## src/rtl/ov5640_cfg_seq_pkg.sv

```systemverilog
// ov5640_cfg_pkg: shared types and constants for the OV5640 register-init sequencer
package ov5640_cfg_pkg;
  localparam logic [7:0] OV_WR_ID = 8'h78;
  localparam logic [7:0] OV_RD_ID = 8'h79;
  typedef enum logic [3:0] {PWR_WAIT, LOAD, START, WAIT_HI, WAIT_LO, GAP, CHECK, DONE, ERR} state_e;
  typedef struct packed {
    logic [7:0]  id;
    logic [15:0] addr;
    logic [7:0]  data;
  } wdata_t;
endpackage

```

## src/rtl/ov5640_cfg_seq_if.sv

```systemverilog
// ov5640_cfg_seq_if: sequencer <-> IIC master bus (master = sequencer side: start/wdata out, busy/iic_data in)
interface ov5640_cfg_seq_if;
  logic        start;
  logic [31:0] wdata;
  logic        busy;
  logic [7:0]  iic_data;
  modport master (output start, wdata, input busy, iic_data);
  modport slave (input start, wdata, output busy, iic_data);
endinterface

```

## src/rtl/ov5640_cfg_seq_rom.sv

```systemverilog
// ov5640_cfg_rom: registered init table, addr_i -> q_o = {reg_addr[15:0], data[7:0]} one clk later
module ov5640_cfg_rom (
  input  logic        clk,
  input  logic [7:0]  addr_i,
  output logic [23:0] q_o
);
  always_ff @(posedge clk)
    case (addr_i)
      8'd0:    q_o <= 24'h310311;
      8'd1:    q_o <= 24'h300882;
      8'd2:    q_o <= 24'h300842;
      8'd3:    q_o <= 24'h310303;
      8'd4:    q_o <= 24'h3017ff;
      8'd5:    q_o <= 24'h3018ff;
      8'd6:    q_o <= 24'h30341a;
      8'd7:    q_o <= 24'h303713;
      8'd8:    q_o <= 24'h310801;
      8'd9:    q_o <= 24'h363036;
      8'd10:   q_o <= 24'h36310e;
      8'd11:   q_o <= 24'h3632e2;
      default: q_o <= 24'h300802;
    endcase
endmodule

```

## src/rtl/ov5640_cfg_seq.sv

```systemverilog
// ov5640_cfg_seq: OV5640 power-up register-init sequencer feeding an SCCB/IIC master.
// Ports: clk, rst_n (sync active-low), reinit_i (restart pulse), bus (master modport: start/wdata out,
// busy/iic_data in), cfg_idx_o (entry in flight), cfg_done_o (table written), cfg_err_o (sticky error).
// Optional: OV5640_CFG_READBACK_EN adds a readback-and-compare read after every write.
module ov5640_cfg_seq
  import ov5640_cfg_pkg::*;
#(
  parameter int CFG_NUM   = 252,
  parameter int PWRUP_DLY = 1000000,
  parameter int GAP_DLY   = 500,
  parameter int BUSY_TO   = 16
) (
  input  logic                  clk,
  input  logic                  rst_n,
  input  logic                  reinit_i,
  ov5640_cfg_seq_if.master      bus,
  output logic [7:0]            cfg_idx_o,
  output logic                  cfg_done_o,
  output logic                  cfg_err_o
);
  state_e      state_q, state_d;
  logic [31:0] cnt_q, cnt_d;
  wdata_t      wdata_q, wdata_d;
  logic [7:0]  idx_q, idx_d;
  logic [23:0] rom_q;
`ifdef OV5640_CFG_READBACK_EN
  logic        rd_q, rd_d;
`else
  logic        unused_iic;
  assign unused_iic = ^bus.iic_data;
`endif
  ov5640_cfg_rom u_rom (.clk(clk), .addr_i(idx_q), .q_o(rom_q));
  always_ff @(posedge clk)
    if (!rst_n) begin
      state_q <= PWR_WAIT;
      cnt_q   <= '0;
      wdata_q <= '0;
      idx_q   <= '0;
`ifdef OV5640_CFG_READBACK_EN
      rd_q    <= 1'b0;
`endif
    end else begin
      state_q <= state_d;
      cnt_q   <= cnt_d;
      wdata_q <= wdata_d;
      idx_q   <= idx_d;
`ifdef OV5640_CFG_READBACK_EN
      rd_q    <= rd_d;
`endif
    end
  always_comb begin
    state_d = state_q;
    cnt_d   = cnt_q + 32'd1;
    wdata_d = wdata_q;
    idx_d   = idx_q;
`ifdef OV5640_CFG_READBACK_EN
    rd_d    = rd_q;
`endif
    case (state_q)
      PWR_WAIT: if (cnt_q == 32'(PWRUP_DLY - 1)) begin
        state_d = LOAD;
        cnt_d   = '0;
      end
      // second LOAD cycle: ROM output for the current index is valid
      LOAD: if (cnt_q[0]) begin
        wdata_d = {OV_WR_ID, rom_q};
        state_d = START;
      end
      // hold off while a previous (e.g. pre-reinit) frame is still running; cnt counts cycles since start
      START: if (!bus.busy) begin
        state_d = WAIT_HI;
        cnt_d   = 32'd1;
      end
      WAIT_HI: state_d = bus.busy ? WAIT_LO : (cnt_q == 32'(BUSY_TO - 1)) ? ERR : WAIT_HI;
      WAIT_LO: if (!bus.busy) begin
        cnt_d   = '0;
`ifdef OV5640_CFG_READBACK_EN
        state_d = rd_q ? CHECK : START;
        if (!rd_q) begin
          rd_d    = 1'b1;
          wdata_d = {OV_RD_ID, wdata_q.addr, 8'h00};
        end
`else
        state_d = GAP;
`endif
      end
`ifdef OV5640_CFG_READBACK_EN
      // rom_q still holds the entry just written since idx has not moved
      CHECK: begin
        cnt_d   = '0;
        rd_d    = 1'b0;
        state_d = (bus.iic_data != rom_q[7:0]) ? ERR : GAP;
      end
`endif
      GAP: if (cnt_q == 32'(GAP_DLY - 1)) begin
        cnt_d   = '0;
        state_d = (idx_q == 8'(CFG_NUM - 1)) ? DONE : LOAD;
        idx_d   = (idx_q == 8'(CFG_NUM - 1)) ? idx_q : idx_q + 8'd1;
      end
      default: ;
    endcase
    if (reinit_i) begin
      state_d = PWR_WAIT;
      cnt_d   = '0;
      idx_d   = '0;
`ifdef OV5640_CFG_READBACK_EN
      rd_d    = 1'b0;
`endif
    end
  end
  assign bus.start  = (state_q == START) && !bus.busy;
  assign bus.wdata  = wdata_q;
  assign cfg_idx_o  = idx_q;
  assign cfg_done_o = (state_q == DONE);
  assign cfg_err_o  = (state_q == ERR);
endmodule

```

## src/flat_wrapper.sv

```systemverilog
// flat-port wrapper written by rule: the top's interface ports become plain ports
module ov5640_cfg_seq_flat import ov5640_cfg_pkg::*;
#(
  parameter int CFG_NUM   = 252,
  parameter int PWRUP_DLY = 1000000,
  parameter int GAP_DLY   = 500,
  parameter int BUSY_TO   = 16
)
  (clk, rst_n, reinit_i, cfg_idx_o, cfg_done_o, cfg_err_o, bus_start, bus_wdata, bus_busy, bus_iic_data);
  ov5640_cfg_seq_if bus_i ();
  input  logic clk;
  input  logic rst_n;
  input  logic reinit_i;
  output logic [7:0] cfg_idx_o;
  output logic cfg_done_o;
  output logic cfg_err_o;
  output wire logic [$bits(bus_i.start)-1:0] bus_start;
  output wire logic [$bits(bus_i.wdata)-1:0] bus_wdata;
  input wire logic [$bits(bus_i.busy)-1:0] bus_busy;
  input wire logic [$bits(bus_i.iic_data)-1:0] bus_iic_data;
  assign bus_start = bus_i.start;
  assign bus_wdata = bus_i.wdata;
  assign bus_i.busy = bus_busy;
  assign bus_i.iic_data = bus_iic_data;
  ov5640_cfg_seq #(.CFG_NUM(CFG_NUM), .PWRUP_DLY(PWRUP_DLY), .GAP_DLY(GAP_DLY), .BUSY_TO(BUSY_TO)) u_core (.clk(clk), .rst_n(rst_n), .reinit_i(reinit_i), .bus(bus_i), .cfg_idx_o(cfg_idx_o), .cfg_done_o(cfg_done_o), .cfg_err_o(cfg_err_o));
endmodule
```

## config.mk

```make
export PLATFORM = sky130hd
export DESIGN_NAME = ov5640_cfg_seq_flat
export DESIGN_NICKNAME = d
export VERILOG_FILES = /design/src/rtl/ov5640_cfg_seq_pkg.sv /design/src/rtl/ov5640_cfg_seq_if.sv /design/src/rtl/ov5640_cfg_seq_rom.sv /design/src/rtl/ov5640_cfg_seq.sv /design/src/flat_wrapper.sv
export SDC_FILE = /design/constraint.sdc
export NUM_CORES = 1
export LEC_CHECK = 0
export CAP_MARGIN = 30
export CORE_AREA = 2 2 137 72
export CTS_CLUSTER_DIAMETER = 30
export DETAILED_ROUTE_END_ITERATION = 10
export DIE_AREA = 0 0 139 74
export PLACE_DENSITY = 0.62
export SLEW_MARGIN = 20
export SYNTH_ARGS = -nofsm -noshare
export SYNTH_HDL_FRONTEND = slang
export SYNTH_SLANG_ARGS = --single-unit
```

## constraint.sdc

```tcl
create_clock -name clk -period 6.85 [get_ports clk]
set_clock_uncertainty 0.2 [all_clocks]
set_input_delay 0.685 -clock clk [delete_from_list [all_inputs] [get_ports clk]]
set_output_delay 0.685 -clock clk [all_outputs]
set_load 0.03 [all_outputs]
```

==> results of run 1 <==
-- critical path: cells and delay by family (launching register included) --
kind / cells / cell delay [ns]
flops: 1 / 0.56
simple gates: 4 / 2.06
compound gates: 1 / 0.15
fa+ha+maj: 1 / 0.28
-- kinds of logic (layout without fill, tap and decap cells) --
group	count (synthesis)	in the layout	share of synthesized area, %
other cells	1	9	0.103
xor+xnor	31	31	7.45
mux	2	2	0.549
simple gates	200	200	27.0
flops	77	77	42.3
buf+inv	48	72	6.83
compound gates	66	66	12.4
fa+ha+maj	10	10	3.36
-- state kept, by name, indices dropped and copies added (netlist names) --
signal            count
u_core.cnt_q         32
u_core.u_rom.q_o     16
u_core.bus.wdata     17
u_core.state_q        4
u_core.cfg_idx_o      8
-- report_power, final --
part           internal (mW)  total, mW  leakage [nW]  switching, mW
Clock                  0.310      0.485         0.158          0.175
Sequential             0.448      0.450         0.620        0.00127
Combinational        0.00538     0.0196         0.741         0.0142
-- final cells by class --
class	instances	area [sq um]	share of cell area [%]
Tap cell	121	151	3.47
Multi-Input combinational cell	318	1910	43.7
Sequential cell	77	1540	35.3
Inverter	14	52.6	1.20
Clock buffer	12	267	6.10
Timing Repair Buffer	42	403	9.22
Clock inverter	4	45.0	1.03
-- per-layer routing --
layer | part of all wire (%) | up-vias | global-route usage [%]
met5 | 0 | - | 0
met4 | 1.5 | 0 | 6.17
met3 | 6.9 | 15 | 4.76
met2 | 37 | 109 | 20.6
met1 | 54 | 1420 | 28.1
li1 | - | 1555 | -
-- worst min path at each step --
| stage | slack, ns | cells past startpoint | endpoint |
|---|---|---|---|
| 2_1_floorplan | 0.23 | 2 | u_core.bus.wdata[0] |
| 3_3_place_gp | 0.24 | 2 | u_core.bus.wdata[12] |
| 3_5_place_dp | 0.24 | 2 | u_core.bus.wdata[4] |
| 4_1_cts | 0.25 | 2 | u_core.bus.wdata[6] |
| 5_1_grt | 0.27 | 2 | u_core.bus.wdata[6] |
| 6_report | 0.25 | 2 | u_core.bus.wdata[10] |
-- synth_stat cells (all sizes together) (3+ instances only) --
cell type   n
nand2      52
nand3      26
or3         3
a41oi       3
nor3       13
a21oi      21
clkbuf     14
nor2b       3
dfxtp      77
ha          9
nor2       53
o21ai       7
and3        7
nand4      14
nor4        7
inv        14
xnor2       9
xor2       22
or4         6
a21boi     16
buf        20
and4        6
==> results.cfg, run 1 <==
[final_layout]
final_net_count = 483
fin_area_sq_mm = 0.00437
layout_commonest_cell = dfxtp_1
drive_above_1_share_pct = 6.21
n_fill_cell = 874
syn2layout_area_growth_pct = 19.8
diodes = 0
fin_util_pct = 47.8
layout_common_cells = dfxtp_1 (77), nor2_1 (53), nand2_1 (52)
final_cells = 588

[synth]
synthFlopType = dfxtp_1
async_reset_ff_share_pct = 0
yosysWarnings = 0
synth_cell_types = 56
yosysTopAreaCell = dfxtp_1
synth_top_area_share_pct = 42.3
synthCells = 435
synth-seq-cells = 77
yosysSeqAreaShare_pct = 42.3
synth_edf_count = 0
synth.cell_area_sq_mm = 0.00365
synth.avg_cell_area_sq_um = 8.38
synthTopCellsByArea = dfxtp_1 (42%), nor2_1 (5.5%), nand2_1 (5.4%)

[placement]
post-place-cells = 572
placement.cell_area_sq_mm = 0.00405
place_congestion = 0.956
pre_cts_ws_ns = 3.60
numPortBuffers = 37
dp_hpwl_mm = 6.29

[sta]
slew_headroom_pct = 54.8
fin_crit_ns = 3.31
period_share_pct = 48.3
maxSlewViolCount = 0
finalSetupViolCount = 0
fin_setup_tns_ns = 0
fmax_mhz = 302
whs_ns = 0.248
setup_slack_ns = 3.54
grt_setup_unrepaired = no
tightest_slew_ns = 0.677
hold_violations = 0

[worst_setup_path]
crit_slowest_cell = or4_1
reg2reg_from = u_core.cnt_q[0]
r2r_end = u_core.cfg_idx_o[7]
rrSetupSlack_ns = 3.54
arrival_ns = 3.37
cp_common_cell = or4_1
cp_max_fo = 9
crit_path_start_kind = flop
critPathMaxStageDelay_ns = 0.64
crit_chain = ha_1 > or4b_1 > or4_4 > or4_1 > or4_1 > a21oi_1
r2r_cells = 6
end_kind = flop
crit_type = flop to flop
worstPathRequired_ns = 6.91
crit_start = u_core.cnt_q[0]
crit_end = u_core.cfg_idx_o[7]

[clock_tree]
clk_pin_slew_ns = 0.05
clkLatencyLatePin_ns = 0.33
cts_max_level = 3
cts.repair.resized = 0
numCtsBuffers = 9
cts_tree = yes
clock_sinks = 77
cts_hold_buffers = 0
cts-root-buf = clkbuf_16
cts_setup_buffers = 0
clockBufferDepth = 2

[grt]
grt_overflow_total = 0
grt_max_degree = 32
grt_antenna_before_repair = 0
first_global_vias = 2617
grt_usage_pct = 17.3
grt_pass1_wl_mm = 13.9

[power]
ir_drop_v = 0.000119
finalPower_uw = 954
p_per_area_mw_per_mm2 = 218
total_leakage_power_nw = 1.52

[hold_path]
min-delay-start = u_core.u_rom.q_o[10]
hp-class = flop to flop

[floorplan]
core.rowCount = 25
dieWidth_microns = 139
pin_count = 55
die_area_sq_mm = 0.0103
die_h_microns = 74
initial_core_util_pct = 39.9
core-area_sq_mm = 0.00913

[detailed_routing]
via_count = 3099
routed_wl_mm = 8.45
drc = 0
first_iter_violations = 355
dr.pass1.iters = 5
vias_per_cell = 5.27
postRouteAntennaNets = 0
wire_per_inst_microns = 14.4

[outcome]
outcome = completed

[run]
maxCapViolations = 0
No activity file was read; power rests on OpenSTA's default activity.
==> run 2: changes to the inputs <==
==> constraint.sdc (replaced) <==
create_clock -name clk -period 3.25 [get_ports clk]
set_clock_uncertainty 0.2 [all_clocks]
set_input_delay 0.325 -clock clk [delete_from_list [all_inputs] [get_ports clk]]
set_output_delay 0.325 -clock clk [all_outputs]
set_load 0.03 [all_outputs]
==> run 2 against run 1 <==
Compared with the run above: register-to-register slack lost 3.4 ns; global-route usage grew 0.64 points; final area grew 1.3%; clock-buffer cell count is the same; non-clock buffer count grew 6; sequential power grew 110%; critical path type unchanged; die area is the same; critical path depth is the same.
==> results.cfg, run 2 (synthesis results as in run 1) <==
[outcome]
outcome = completed

[worst_setup_path]
crit_type = flop to flop
worstPathRequired_ns = 3.32
crit_start = u_core.cnt_q[1]
r2r_end = u_core.cfg_idx_o[7]
reg2reg_from = u_core.cnt_q[1]
arrival_ns = 3.16
rrSetupSlack_ns = 0.16
r2r_cells = 6
crit_path_start_kind = flop
end_kind = flop
cp_max_fo = 9

[hold_path]
holdPathEnd = u_core.bus.wdata[4]
hp-class = flop to flop
hold_depth = 2
min-delay-start = u_core.u_rom.q_o[4]

[final_layout]
layout_commonest_cell = dfxtp_1
diodes = 0
largest_reg_flops = 32
fin_area_sq_mm = 0.00442
n_fill_cell = 887
layout_common_cells = dfxtp_1 (77), nor2_1 (53), nand2_1 (52)
final_net_count = 489
syn2layout_area_growth_pct = 21.3
final_cells = 594
drive_above_1_share_pct = 7.40
max_flop_register = u_core.cnt_q

[detailed_routing]
vias_per_cell = 5.21
drc = 0
first_iter_violations = 308
wire_per_inst_microns = 14.7
dr.pass1.iters = 5
routed_wl_mm = 8.75
via_count = 3093
postRouteAntennaNets = 0

[run]
maxCapViolations = 0

[floorplan]
die_area_sq_mm = 0.0103
core-area_sq_mm = 0.00913
core.rowCount = 25
initial_core_util_pct = 39.9
die_h_microns = 74
pin_count = 55
dieWidth_microns = 139

[sta]
slew_headroom_pct = 54.1
finalSetupViolCount = 0
fin_setup_tns_ns = 0
grt_setup_unrepaired = no
tightest_slew_ns = 0.687
fin_crit_ns = 3.09
hold_violations = 0
period_share_pct = 94.9
fmax_mhz = 324
maxSlewViolCount = 0

[placement]
place_congestion = 0.990
placement.cell_area_sq_mm = 0.00411
dp_hpwl_mm = 6.47
numPortBuffers = 37
post-place-cells = 578

[clock_tree]
clock_sinks = 77
numCtsBuffers = 9
clk_pin_slew_ns = 0.06
cts-root-buf = clkbuf_16
cts_tree = yes
cts_setup_buffers = 0
clkLatencyLatePin_ns = 0.34
clockBufferDepth = 2
cts.repair.resized = 0
cts_max_level = 3
cts_hold_buffers = 0

[power]
p_per_area_mw_per_mm2 = 457
total_leakage_power_nw = 1.56
ir_drop_v = 0.000246

[grt]
first_global_vias = 2732
grt_pass1_wl_mm = 14.4
grt_overflow_total = 0
grt_usage_pct = 17.9
grt_max_degree = 32
grt_antenna_before_repair = 0
==> run 2: cell types whose count changed in the layout (fill, tap and decap cells not counted), sizes merged <==
| cell | change |
|---|---|
| buf | +6 |
==> run 2: how the worst max path moves through the flow <==
| stage | end | slack (ns) |
|---|---|---|
| floorplan | u_core.cfg_idx_o[7] | 0.41 |
| global placement | u_core.cfg_idx_o[7] | 0.28 |
| detailed placement | u_core.cfg_idx_o[7] | 0.20 |
| CTS | u_core.cfg_idx_o[7] | 0.18 |
| global route | u_core.cfg_idx_o[7] | 0.06 |
| finish | u_core.cfg_idx_o[7] | 0.16 |
==> run 2: power breakdown <==
group | internal, mW | switching (mW) | leakage, nW
sequential | 0.945 | 0.000907 | 0.620
clock | 0.653 | 0.376 | 0.158
combinational | 0.0142 | 0.0324 | 0.778
==> run 2: worst max-delay path: stages (launching register included) <==
cell	delay [ns]
dfxtp_1	0.36
ha_1	0.22
or4b_1	0.43
or4_4	0.45
or4_1	0.66
or4_1	0.54
a21oi_1	0.15
==> run 2: per-stage QoR <==
step | hold slack, ns | utilization, % | setup slack, ns | power, mW
global route | 0.267 | 48.4 | 0.0556 | 2.08
global placement | 0.235 | 45.0 | 0.283 | 1.01
floorplan | 0.226 | - | 0.412 | 1.01
finish | 0.243 | 48.4 | 0.164 | 2.02
detailed placement | 0.239 | 45.0 | 0.198 | 1.01
CTS | 0.247 | 48.4 | 0.181 | 2.04
==> run 2: cell type report <==
| cell class | count | area (sq um) | area share (%) |
|---|---|---|---|
| clock buffer | 12 | 267 | 6.02 |
| sequential | 77 | 1540 | 34.8 |
| inverter | 14 | 52.6 | 1.19 |
| clock inverter | 4 | 45.0 | 1.02 |
| multi-input combinational | 318 | 1900 | 43.0 |
| timing repair buffer | 48 | 465 | 10.5 |
| tap | 121 | 151 | 3.42 |
==> run 2: routing by layer <==
layer  wire [microns]  part of all wire [%]  vias to the layer above  GRT usage [%]
met5                0                     0                        -              0
met4              132                   1.5                        0           7.07
met3              627                   7.2                       13           5.86
met2             3100                    35                       93           22.1
met1             4890                    56                     1426           27.9
li1                 -                     -                     1561              -
